[config.mk]
export PLATFORM = sky130hd
export DESIGN_NAME = flash_sample_sequencer
export DESIGN_NICKNAME = d
export VERILOG_FILES = /design/src/rtl/flash_audio_pkg.sv /design/src/rtl/addr_stepper.sv /design/src/rtl/flash_sample_sequencer.sv
export SDC_FILE = /design/constraint.sdc
export NUM_CORES = 1
export LEC_CHECK = 0
export CAP_MARGIN = 0
export CORE_UTILIZATION = 35
export CTS_CLUSTER_SIZE = 28
export DETAILED_ROUTE_END_ITERATION = 6
export REMOVE_ABC_BUFFERS = 1
export SETUP_SLACK_MARGIN = 0.3
export SYNTH_ARGS = -nofsm -noshare
export SYNTH_HDL_FRONTEND = slang
export SYNTH_SLANG_ARGS = --single-unit
[constraint.sdc]
create_clock -name sample_clk -period 2.95 [get_ports sample_clk]
set_input_delay 0.59 -clock sample_clk [delete_from_list [all_inputs] [get_ports sample_clk]]
set_output_delay 0.59 -clock sample_clk [all_outputs]
set_load 0.03 [all_outputs]
[src/rtl/flash_audio_pkg.sv]
// Shared types and helpers for the flash audio sample sequencer: FSM state
// encoding, sample/word widths and the wrap-around address step.
package flash_audio_pkg;

  localparam int SAMPLE_W     = 16;
  localparam int FLASH_WORD_W = 32;
  localparam int ADDR_MAX_W   = 32;

  typedef enum logic [2:0] {
    IDLE,
    STROBE,
    SETTLE,
    WAIT,
    FIRST,
    SECOND
  } seq_state_t;

  // Callers zero-extend narrower addresses to ADDR_MAX_W and truncate the result.
  function automatic logic [ADDR_MAX_W-1:0] next_addr(
    input logic [ADDR_MAX_W-1:0] addr,
    input logic                  dir,
    input logic [ADDR_MAX_W-1:0] start_addr,
    input logic [ADDR_MAX_W-1:0] end_addr
  );
    logic [ADDR_MAX_W-1:0] nxt;
    if (!dir) begin
      nxt = (addr == end_addr) ? start_addr : addr + 32'd1;
    end else begin
      nxt = (addr == start_addr) ? end_addr : addr - 32'd1;
    end
    return nxt;
  endfunction

endpackage

[src/rtl/addr_stepper.sv]
// Flash word-address register: loads the song start for the current direction,
// or steps one word forward/backward with wrap between START_ADDR and END_ADDR.
module addr_stepper
  import flash_audio_pkg::*;
#(
  parameter int              ADDR_W     = 23,
  parameter logic [ADDR_W-1:0] START_ADDR = '0,
  parameter logic [ADDR_W-1:0] END_ADDR   = 'h7FFFF
) (
  input  logic              clk,
  input  logic              rst,
  input  logic              load,
  input  logic              step,
  input  logic              dir,
  output logic [ADDR_W-1:0] addr
);

  always_ff @(posedge clk or posedge rst) begin
    if (rst) begin
      addr <= START_ADDR;
    end else if (load) begin
      addr <= dir ? END_ADDR : START_ADDR;
    end else if (step) begin
      addr <= ADDR_W'(next_addr(ADDR_MAX_W'(addr), dir,
                                ADDR_MAX_W'(START_ADDR), ADDR_MAX_W'(END_ADDR)));
    end
  end

endmodule

[src/rtl/flash_sample_sequencer.sv]
// Audio-rate sequencer in front of flash_reader: strobes a word address, waits
// for the read to settle, then plays the word's two signed 16-bit halves on ticks.
module flash_sample_sequencer
  import flash_audio_pkg::*;
#(
  parameter int                ADDR_W     = 23,
  parameter logic [ADDR_W-1:0] START_ADDR = '0,
  parameter logic [ADDR_W-1:0] END_ADDR   = 'h7FFFF,
  parameter int                SETTLE_CYC = 3
) (
  input  logic                    sample_clk,
  input  logic                    reset,
  input  logic                    sample_tick,
  input  logic                    play,
  input  logic                    direction,
  input  logic                    restart,
  input  logic                    valid_read_flag,
  input  logic [FLASH_WORD_W-1:0] flash_mem_readdata,
  output logic [ADDR_W-1:0]       flash_mem_address,
  output logic                    address_clk,
  output logic [SAMPLE_W-1:0]     audio_sample,
  output logic                    sample_valid,
  output logic                    underrun
);

  localparam logic [7:0] SETTLE_LAST = 8'(SETTLE_CYC - 1);

  seq_state_t state, state_next;
  logic [7:0] cnt;
  logic [FLASH_WORD_W-1:0] word;
  logic word_dir;
  logic take_word, under, step, load;
  logic run_tick;
  logic signed [SAMPLE_W-1:0] sample_p0;
  logic vld_p0;

  assign run_tick = sample_tick & play;

  // Restart drops the strobe in the same cycle so a re-strobe always shows a fresh edge.
  assign address_clk = (state == STROBE) && !restart;

  addr_stepper #(
    .ADDR_W    (ADDR_W),
    .START_ADDR(START_ADDR),
    .END_ADDR  (END_ADDR)
  ) u_addr_stepper (
    .clk (sample_clk),
    .rst (reset),
    .load(load),
    .step(step),
    .dir (direction),
    .addr(flash_mem_address)
  );

  always_ff @(posedge sample_clk or posedge reset) begin
    if (reset) begin
      state <= IDLE;
      cnt   <= '0;
    end else begin
      state <= state_next;
      cnt   <= (restart || (state_next != state)) ? 8'd0 : cnt + 8'd1;
    end
  end

  always_comb begin
    state_next = state;
    take_word  = 1'b0;
    under      = 1'b0;
    step       = 1'b0;
    load       = 1'b0;
    vld_p0     = 1'b0;
    sample_p0  = word[15:0];
    if (restart) begin
      load       = 1'b1;
      state_next = play ? STROBE : IDLE;
    end else begin
      case (state)
        IDLE: begin
          if (play) state_next = STROBE;
        end
        STROBE: begin
          under = run_tick;
          if (cnt == 8'd1) state_next = SETTLE;
        end
        // valid_read_flag may still be high from the previous read here.
        SETTLE: begin
          under = run_tick;
          if (cnt == SETTLE_LAST) state_next = WAIT;
        end
        WAIT: begin
          under = run_tick;
          if (valid_read_flag) begin
            take_word  = 1'b1;
            state_next = FIRST;
          end
        end
        FIRST: begin
          if (run_tick) begin
            vld_p0     = 1'b1;
            sample_p0  = word_dir ? word[31:16] : word[15:0];
            state_next = SECOND;
          end
        end
        SECOND: begin
          if (run_tick) begin
            vld_p0     = 1'b1;
            sample_p0  = word_dir ? word[15:0] : word[31:16];
            step       = 1'b1;
            state_next = STROBE;
          end
        end
        default: state_next = IDLE;
      endcase
    end
  end

  // Stage p0 -> output: one-cycle latency from tick to audio_sample/sample_valid.
  always_ff @(posedge sample_clk or posedge reset) begin
    if (reset) begin
      word         <= '0;
      word_dir     <= 1'b0;
      audio_sample <= '0;
      sample_valid <= 1'b0;
      underrun     <= 1'b0;
    end else begin
      if (restart) begin
        word <= '0;
      end else if (take_word) begin
        word     <= flash_mem_readdata;
        word_dir <= direction;
      end
      if (vld_p0) audio_sample <= sample_p0;
      sample_valid <= vld_p0;
      underrun     <= under;
    end
  end

endmodule

==> impl_metrics.ini <==
[outcome]
outcome = complete, but fails checks
violations = design-rule violations

[timing]
fmax_mhz = 405
grt_setup_unrepaired = no
fin_crit_ps = 2470
post-route-period-util_pct = 83.6
slew_viol_final = 0
worst_hold_slack_ps = 521
setup_viol = 0
setup_tns_ps = 0
max_slew_margin_pct = 56.0
layout_setup_ws_ps = 484
hold_viol_final = 0
tightestPinTransition_ps = 658
clock_skew_ps = 5.55

[placement]
dp_hpwl_um = 9730
post-place-ws_ps = 358
dp_cells = 807
portBuffers = 80
globalplace.congestion = 0.911

[final_layout]
final-seq-area_um2 = 2130
nNetsFinal = 687
final_cells = 823
nFillCells = 1326
area_growth_pct = 28.7
antenna_cells = 0
multiInputGateArea_um2 = 2460
drive_above_1_share_pct = 8.81

[critical_path]
arrival_ps = 2690
crit_type = register to register
cp-end-kind = register
startpoint_type = register
cp.required_ps = 3170
critPathMaxFanout = 8

[clock_network]
cts_resized = 0
clockRootBuffer = clkbuf_16
cts_buffer_depth = 2
cts_setup_buffers = 0
hold_buffers = 0
cts_buffers = 9
clkTransAtPathRegs_ps = 60
clk_latency_ps = 340
cts_tree = done
cts.sinks = 85
h-tree-depth = 3

[die]
rows = 42
coreArea_um2 = 13300
die_x_um = 119
die_area_um2 = 14200
start_util_pct = 36.1
io_pins = 81
die_h_um = 119

[detailed_routing]
drtIter0Drc = 579
via_count = 4654
drc = 2
wire_per_inst_um = 17.0
ant_nets = 0
drt_first_pass_iters = 7
wl_um = 14000
vias_per_cell = 5.65

[pwr]
total_power_mw = 3.85
powerDensity_nw_per_um2 = 621
p_leak_nw = 2.43
irDropWorstVdd_mv = 0.279

[run]
cap_viol_max_count = 0

[synthesis]
ys.flop_type = dfrtp_1
synth_edf_count = 0
yosys.cell_types.count = 61
async_reset_ff_share_pct = 100
synthTopCellsByCount = nand2_1, dfrtp_1, a21oi_1
synth_area_um2 = 4820
yosysSeqAreaShare_pct = 44.2
avgSynthCellArea_um2 = 8.49
yosysTopAreaCell = dfrtp_1
yosys_warnings = 0
synth_top_area_share_pct = 44.2
ys_ff_latch = 85
synth.most_common_cell = nand2_1
syn_inst = 567
synth.top_cells.by_area = dfrtp_1, nand2_1, a21oi_1

[global_routing]
grt.overflow.total = 0
antenna_found_initial = 0
grtUsageTotal_pct = 20.3
grt_pass1_vias = 4496
grt_max_degree = 43
grt_pass1_wl_um = 23100

[worst_hold_path]
hp-class = register to register
layout make-up:
cell class,instances,share of cell area [%]
clock inverter,6,1.13
tap,176,3.55
clock buffer,10,3.86
multi-input combinational,424,39.7
inverter,16,0.989
sequential,85,34.3
timing repair buffer,106,16.4
placed cells by master, fill, tap and decap left out, types with 4 or more instances in the layout:
| cell | instances |
|---|---|
| nand2_1 | 93 |
| dfrtp_1 | 85 |
| clkdlybuf4s50_1 | 79 |
| a21oi_1 | 63 |
| nor2_1 | 48 |
| nand3_1 | 26 |
| buf_4 | 25 |
| a22oi_1 | 17 |
| o21ai_0 | 16 |
| inv_1 | 14 |
| nor4_1 | 13 |
| nand4_1 | 11 |
| a31oi_1 | 10 |
| xor2_1 | 9 |
| clkbuf_16 | 9 |
| nor3_1 | 7 |
| xnor2_1 | 7 |
| a221o_1 | 7 |
| a21o_1 | 6 |
| ha_1 | 6 |
| or4_1 | 5 |
| and3_1 | 5 |
| or3_1 | 4 |
| and4_1 | 4 |
| o211ai_1 | 4 |
| o31a_1 | 4 |
critical path, cell delays in order, from the launching register on:
cell and delay (ps):
dfrtp_1 510, ha_1 270, nand3_1 210, nor3b_1 430
a21o_1 360, nor2_1 200, a221o_1 360
power breakdown:
group          total (mW)  internal [mW]  switching (mW)  leakage [nW]
registers            1.55           1.33           0.217          1.14
logic                1.13          0.486           0.647          1.14
clock network        1.17          0.686           0.479         0.147
state kept, by name (all words and copies together) (netlist names):
name / cells
cnt: 8
audio_sample: 16
word_dir: 1
word: 32
sample_valid: 1
underrun: 1
state: 3
u_addr_stepper.addr: 23
final timing paths:
check,from,end,slack [ps],cells after the start
min in group asynchronous,reset,audio_sample[13]$_DFFE_PP0P_,580,2
setup / recovery,u_addr_stepper.addr[0]$_DFFE_PP0P_,u_addr_stepper.addr[7]$_DFFE_PP0P_,480,6
setup reg to reg,u_addr_stepper.addr[0]$_DFFE_PP0P_,u_addr_stepper.addr[7]$_DFFE_PP0P_,480,6
hold / removal,word[13]$_DFFE_PP0P_,word[13]$_DFFE_PP0P_,520,2
hold reg to reg,word[13]$_DFFE_PP0P_,word[13]$_DFFE_PP0P_,520,2
max in group asynchronous,reset,word[22]$_DFFE_PP0P_,1760,3
cells by family after synthesis:
logic type,count (synthesis),share of synthesized area [%]
fa+ha+maj,6,1.56
mux,2,0.442
buf+inv,58,4.83
xor+xnor,16,2.91
flops,85,44.2
simple gates,241,24.8
compound gates,159,21.3
layer usage:
metal / vias to the layer above / share of wire (%) / routed length (um) / global-route usage [%]
met1: 2234 / 46 / 6460 / 29.0
met3: 23 / 6.4 / 902 / 3.74
met5: - / 0 / 0 / 0
met2: 178 / 46 / 6420 / 31.1
met4: 0 / 1.5 / 214 / 6.17
li1: 2219 / - / - / -
through the flow:
stage	util, %	instance area [um2]
finish	46.4	6200
detailed placement	44.1	5890
CTS	46.4	6200
global route	46.4	6200
floorplan	-	4640
global placement	44.1	5890
Note: power is estimated with default switching activity, not from simulation.
